[src/rtl/uart_rx.sv]
// uart_rx: 8N1 serial receiver with a free-running 16x oversampling tick.
// Recovers LSB-first bytes, flags stop-bit framing errors and exposes the
// FSM state for debug. All logic runs on the rising edge of i_clock.
module uart_rx #(
   parameter int N_BITS      = 8,
   parameter int N_TICKS     = 16,
   parameter int N_TICK_DIV  = 163,
   parameter int NB_TICK_DIV = 8,
   parameter int NB_STATE    = 2
) (
   input  logic                i_clock,
   input  logic                i_reset,
   input  logic                i_rx,
   output logic [N_BITS-1:0]   o_rx_data,
   output logic                o_rx_done,
   output logic                o_frame_error,
   output logic                o_busy,
   output logic [NB_STATE-1:0] o_state
);

   localparam logic [NB_STATE-1:0]    ST_IDLE  = NB_STATE'(0);
   localparam logic [NB_STATE-1:0]    ST_START = NB_STATE'(1);
   localparam logic [NB_STATE-1:0]    ST_DATA  = NB_STATE'(2);
   localparam logic [NB_STATE-1:0]    ST_STOP  = NB_STATE'(3);

   localparam logic [NB_TICK_DIV-1:0] DIV_LAST = NB_TICK_DIV'(N_TICK_DIV - 1);
   localparam logic [3:0]             S_MID    = 4'(N_TICKS / 2 - 1);
   localparam logic [3:0]             S_LAST   = 4'(N_TICKS - 1);
   localparam logic [2:0]             N_LAST   = 3'(N_BITS - 1);

   // Two-flop synchronizer on the asynchronous line
   logic                   rx_meta_p0;
   logic                   rx_sync_p1;

   // Oversampling tick divider
   logic [NB_TICK_DIV-1:0] div_q;
   logic                   tick;

   // FSM state, counters, shift register and re-arm flag
   logic [NB_STATE-1:0]    state_q, state_d;
   logic [3:0]             s_q, s_d;
   logic [2:0]             n_q, n_d;
   logic [N_BITS-1:0]      shift_q, shift_d;
   logic                   armed_q, armed_d;

   // Stop-bit decisions feeding the registered strobes
   logic                   done_set;
   logic                   err_set;
   logic [N_BITS-1:0]      rx_data_q;
   logic                   rx_done_q;
   logic                   frame_err_q;

   assign tick = (div_q == DIV_LAST);

   // Synchronize the line and run the free-running tick divider
   always_ff @(posedge i_clock) begin
      if (i_reset) begin
         rx_meta_p0 <= 1'b1;
         rx_sync_p1 <= 1'b1;
         div_q      <= '0;
      end else begin
         rx_meta_p0 <= i_rx;
         rx_sync_p1 <= rx_meta_p0;
         if (tick) begin
            div_q <= '0;
         end else begin
            div_q <= div_q + NB_TICK_DIV'(1);
         end
      end
   end

   // FSM state register together with its counters and shift register
   always_ff @(posedge i_clock) begin
      if (i_reset) begin
         state_q <= ST_IDLE;
         s_q     <= '0;
         n_q     <= '0;
         shift_q <= '0;
         armed_q <= 1'b0;
      end else begin
         state_q <= state_d;
         s_q     <= s_d;
         n_q     <= n_d;
         shift_q <= shift_d;
         armed_q <= armed_d;
      end
   end

   // Next-state logic: start detection, mid-bit sampling and stop handling
   always_comb begin
      state_d = state_q;
      s_d     = s_q;
      n_d     = n_q;
      shift_d = shift_q;
      armed_d = armed_q;
      case (state_q)
         ST_IDLE: begin
            // Only a high line arms the detector, so a held-low break after a
            // framing error cannot be mistaken for a string of start bits.
            if (rx_sync_p1) begin
               armed_d = 1'b1;
            end else if (armed_q) begin
               state_d = ST_START;
               s_d     = '0;
               armed_d = 1'b0;
            end
         end
         ST_START: begin
            if (tick) begin
               if (s_q == S_MID) begin
                  if (!rx_sync_p1) begin
                     state_d = ST_DATA;
                     s_d     = '0;
                     n_d     = '0;
                  end else begin
                     state_d = ST_IDLE;
                  end
               end else begin
                  s_d = s_q + 4'd1;
               end
            end
         end
         ST_DATA: begin
            if (tick) begin
               if (s_q == S_LAST) begin
                  shift_d = {rx_sync_p1, shift_q[N_BITS-1:1]};
                  s_d     = '0;
                  if (n_q == N_LAST) begin
                     state_d = ST_STOP;
                  end else begin
                     n_d = n_q + 3'd1;
                  end
               end else begin
                  s_d = s_q + 4'd1;
               end
            end
         end
         ST_STOP: begin
            if (tick) begin
               if (s_q == S_LAST) begin
                  state_d = ST_IDLE;
               end else begin
                  s_d = s_q + 4'd1;
               end
            end
         end
         default: begin
            state_d = ST_IDLE;
         end
      endcase
   end

   // Output decode: status flags and the stop-bit verdict
   always_comb begin
      o_busy   = (state_q != ST_IDLE);
      o_state  = state_q;
      done_set = 1'b0;
      err_set  = 1'b0;
      if (state_q == ST_STOP && tick && s_q == S_LAST) begin
         done_set = rx_sync_p1;
         err_set  = !rx_sync_p1;
      end
   end

   // Register the byte and one-cycle strobes; data only moves on a good frame
   always_ff @(posedge i_clock) begin
      if (i_reset) begin
         rx_data_q   <= '0;
         rx_done_q   <= 1'b0;
         frame_err_q <= 1'b0;
      end else begin
         rx_done_q   <= done_set;
         frame_err_q <= err_set;
         if (done_set) begin
            rx_data_q <= shift_q;
         end
      end
   end

   assign o_rx_data     = rx_data_q;
   assign o_rx_done     = rx_done_q;
   assign o_frame_error = frame_err_q;

endmodule

[config.mk]
export PLATFORM = sky130hd
export DESIGN_NAME = uart_rx
export DESIGN_NICKNAME = d
export VERILOG_FILES = /design/src/rtl/uart_rx.sv
export SDC_FILE = /design/constraint.sdc
export NUM_CORES = 1
export LEC_CHECK = 0
export CORE_MARGIN = 1
export CORE_UTILIZATION = 55
export CTS_BUF_LIST = sky130_fd_sc_hd__clkbuf_4
export CTS_CLUSTER_SIZE = 16
export DETAILED_ROUTE_END_ITERATION = 8
export PLACE_DENSITY = 0.88
export REMOVE_ABC_BUFFERS = 1
export SYNTH_ARGS = -nofsm -noshare
export SYNTH_HDL_FRONTEND = slang
export SYNTH_SLANG_ARGS = --single-unit
[constraint.sdc]
create_clock -name i_clock -period 6.3 [get_ports i_clock]
set_clock_uncertainty 0.2 [all_clocks]
set_input_delay 0.945 -clock i_clock [delete_from_list [all_inputs] [get_ports i_clock]]
set_output_delay 0.945 -clock i_clock [all_outputs]
set_load 0.05 [all_outputs]
After elaboration in Yosys (flattened, before gate mapping)
Index checks and enable logic that the tools add are counted.

cells by class
  reduce and logical (&&, ||, !) cells = 12
  bitwise logic cells = 1
  equality and inequality tests = 20
  $add $sub $neg = 3
  mux-type cells = 30

operators by type and width
  cell                 count
  $mux 4               9
  $ne 2x2->1 const B   12
  $mux 2               10
  $mux 3               6
  $pmux 4 s4           1
  $reduce_and 7->1     2
  $reduce_and 9->1     1
  $add 8x1->8 const B  1
  $eq 8x8->1 const B   1
  $pmux 2 s4           1
  $pmux 3 s2           1
  $add 4x1->4 const B  1
  $eq 2x2->1 const B   2
  $eq 4x3->1 const B   1
  $eq 4x4->1 const B   1
  $reduce_bool 2->1    2
  $reduce_or 2->1      2
  $add 3x1->3 const B  1
  $eq 3x3->1 const B   1
  $ne 3x3->1 const B   1
  $reduce_and 3->1     1
  $eq 2x1->1 const B   1
  $logic_and 1x1->1    2
  $logic_not 2->1      1
  other kinds (3)      4

storage, ports and cells
  logic and storage cells = 77
  register bits after elaboration = 38
  output and inout port bits = 13

Longest topological paths before layout
  depth after elaboration = 5
  gate-level depth with buffers = 7
  mapped depth without buffers = 6

Worst setup path before layout
Ideal clock, no wire load.

  path type = reg2out
  start point = reg state_q[0], in the netlist o_state[0]
  end point = out o_busy
  path slack = 3.736 ns
  arrival = 1.419 ns
  buffers on the path = 1
  cell stages (with the launch flop) = 4
  cell sequence = dfxtp_1 -> buf_2 -> nor2_1 -> inv_1

on the way
  longest elaborated chain between the ends = 1

ends and longest elaborated chain
  element                 line  source
  start, declared         40    logic [NB_STATE-1:0] state_q, state_d;
  start signal, assigned  81    state_q <= state_d;
  $reduce_bool 2->1       155   o_busy = (state_q != ST_IDLE);
  end, declared           17    output logic o_busy,

No other way between the ends.

Final worst setup path
Ends and elaborated chain as after synthesis.

==> run summary <==
Outcome - finished with violations
Max Cap Violations - 0
Met2 GRT Util - 38.3%
Total I/O pin count - 16
First-pass GRT wire length - 5.82 mm
Synth top area cells - dfxtp_1 44%, mux2i_1 5.8%, nand3_1 4.7%, nor2_1 4.4%, a21oi_1 4.1%
Count leader, synth - dfxtp_1
CP arrival - 2.09 ns
Routability congestion estimate - 0.817
Synth area leader - dfxtp_1
Tot Pwr - 435 µW
Synth top area share - 44.4%
Top delay family on crit path - buffers and inverters
Achievable frequency - 309 MHz
Design area - 1940 µm²
Mapped Area - 1710 µm²
M3 GR Usage - 6.70%
Final-report setup violation count - 0
Slew Limit Fails - 0
Pleak - 0.713 nW
Syn Inst Count - 187
CP Capture Type - output pin
Total gr overflow - 0
Tcrit/Tclk final - 51.3%
Clk Latency, worst-skew pair - 0.34 ns
Inst Count DP - 224
Setup bufs post-CTS - 0
DRC Markers - 1
Syn avg cell area - 9.16 µm²
CP Cell Sequence - nor2_1 > inv_1 > clkdlybuf4s50_1
CTS resizes - 0
Drt initial violations - 43
Synth warn - 0
Num rows - 19
HPWL after DPL - 2.33 mm
Root Driver - clkbuf_4
CTS Buf Count - 5
Final Hold Fails - 0
Startpoint Class - register
Layout fillers - 225
WP buf/inv - 2
GRT Total Usage - 22.6%
Largest net degree at the start of global routing - 34
VDD IR max - 0.196 mV
Seq/Total Area, Yosys - 44.4%
H-tree levels - 2
Worst hold path class - register to register
Reg area - 761 µm²
Critical-path cell with the highest stage delay - clkdlybuf4s50_1
Clock-pin slew on the worst setup and hold paths - 0.11 ns
Vias in the first global route - 1,393
N_diodes - 0
Post-synth EDFFs - 0
Distinct cells, synth - 45
Synth-to-Final Area Change - 13.3%
Delay of the slowest critical-path stage - 0.80 ns
Crit-path max FO - 15
Initial Utilization - 60.0%
Power Density - 224 nW/µm²
CTS max path bufs - 2
Max_slew headroom - 25.5%
Die W - 57.8 µm
Top_reg_cell synth - dfxtp_1
Placement Cell Area - 1860 µm²
Via/cell ratio - 6.10
Pre-CTS setup slack - 2.94 ns
Die Ht - 57.8 µm
Hold Buf Count CTS - 0
Fin Setup TNS - 0 ns
Failing checks - design-rule violations
#FFs+latches synth - 38
Share of cells above drive strength 1 - 10.4%
Min Tclk post-route - 3.23 ns
Async SR Flop Fraction - 0%
WL final - 3.40 mm
Antenna violations before repair - 0
Least-Margin Pin Slew - 1.11 ns
Vias after detailed routing - 1,416
Core footprint - 2850 µm²
GR Util met1 - 25.1%
Die ar. - 3340 µm²
Setup WS post-layout - 3.07 ns
Port Buffers - 15
CTS tree - done
Critical path type - register to output pin
CP required - 5.15 ns
Area of the multi-input gates - 893 µm²
ANT nets after route - 0
Drt wl/cell - 14.6 µm
Fin cells - 232
Num Clock Sinks - 38
Commonest cells in the netlist - 38 x dfxtp_1, 20 x nor2_1, 16 x nand3_1, 14 x a21oi_1, 13 x o21ai_0
RSZ-0062 raised after global routing - false
TritonRoute pass-1 iters - 6
# nets final - 208
GR peak layer - met2
## flip-flops by register name, indices dropped and copies added (netlist names), named ones only
register	flops
s_q	4
shift_q	8
rx_sync_p1	1
rx_meta_p0	1
div_q	8
o_rx_data	8
armed_q	1
o_frame_error	1
n_q	3
o_rx_done	1
o_state	1
## worst register-to-register path, cell delays in order (launching register included)
cell and delay [ns]:
dfxtp_1 0.36, or3_1 0.55, or4_1 0.77, o21ai_0 0.29, a21oi_1 0.10
## cell type report
| cell class | instances | area share [%] |
|---|---|---|
| Sequential cell | 38 | 39.2 |
| Clock buffer | 7 | 2.71 |
| Timing Repair Buffer | 15 | 7.74 |
| Tap cell | 31 | 2.00 |
| Multi-Input combinational cell | 136 | 46.0 |
| Inverter | 4 | 0.774 |
| Clock inverter | 1 | 1.55 |
## per-stage QoR
step | hold WS, ns | utilization (%)
2_1_floorplan | 0.189 | -
3_3_place_gp | 0.196 | 65.1
3_5_place_dp | 0.212 | 65.1
4_1_cts | 0.241 | 68.0
5_1_grt | 0.268 | 68.0
6_report | 0.238 | 68.0
## cells in the final DEF, fill, tap and decap left out, types with 2 or more instances in the layout
cell,Yosys,routed
dfxtp_1,38,38
nor2_1,20,20
nand3_1,16,16
clkdlybuf4s50_1,0,15
a21oi_1,14,14
o21ai_0,13,13
mux2i_1,10,10
nand2_1,7,7
clkbuf_4,0,7
xor2_1,5,5
ha_1,5,5
inv_1,4,4
nor3_1,4,4
or3_1,3,3
or2_2,3,3
and2_1,3,3
nor2b_1,2,2
o211ai_1,2,2
o31ai_1,2,2
or4_1,2,2
or3b_2,2,2
## cells by family after synthesis
family | count (synthesis) | synth area share, %
buf+inv | 13 | 3.43
compound gates | 42 | 15.5
simple gates | 73 | 24.1
flops | 38 | 44.4
fa+ha+maj | 5 | 3.65
mux | 10 | 5.84
xor+xnor | 6 | 3.07
## worst paths after layout
path	slack, ns	end	from	cells past startpoint
setup / recovery	3.07	o_busy	o_state[0]	3
hold / removal	0.24	rx_sync_p1	rx_meta_p0	1
setup reg to reg	3.88	o_rx_data[5]	div_q[3]	4
hold reg to reg	0.24	rx_sync_p1	rx_meta_p0	1
## report_power, final
part           internal, mW  switching [mW]
logic               0.00616          0.0112
registers             0.243         0.00427
clock network        0.0928          0.0777
## per-layer routing
metal | share of wire (%) | vias to the layer above
li1 | - | 699
met4 | 1.8 | 0
met1 | 42 | 675
met3 | 3.9 | 8
met5 | 0 | -
met2 | 52 | 34
No activity file was read; power rests on OpenSTA's default activity.
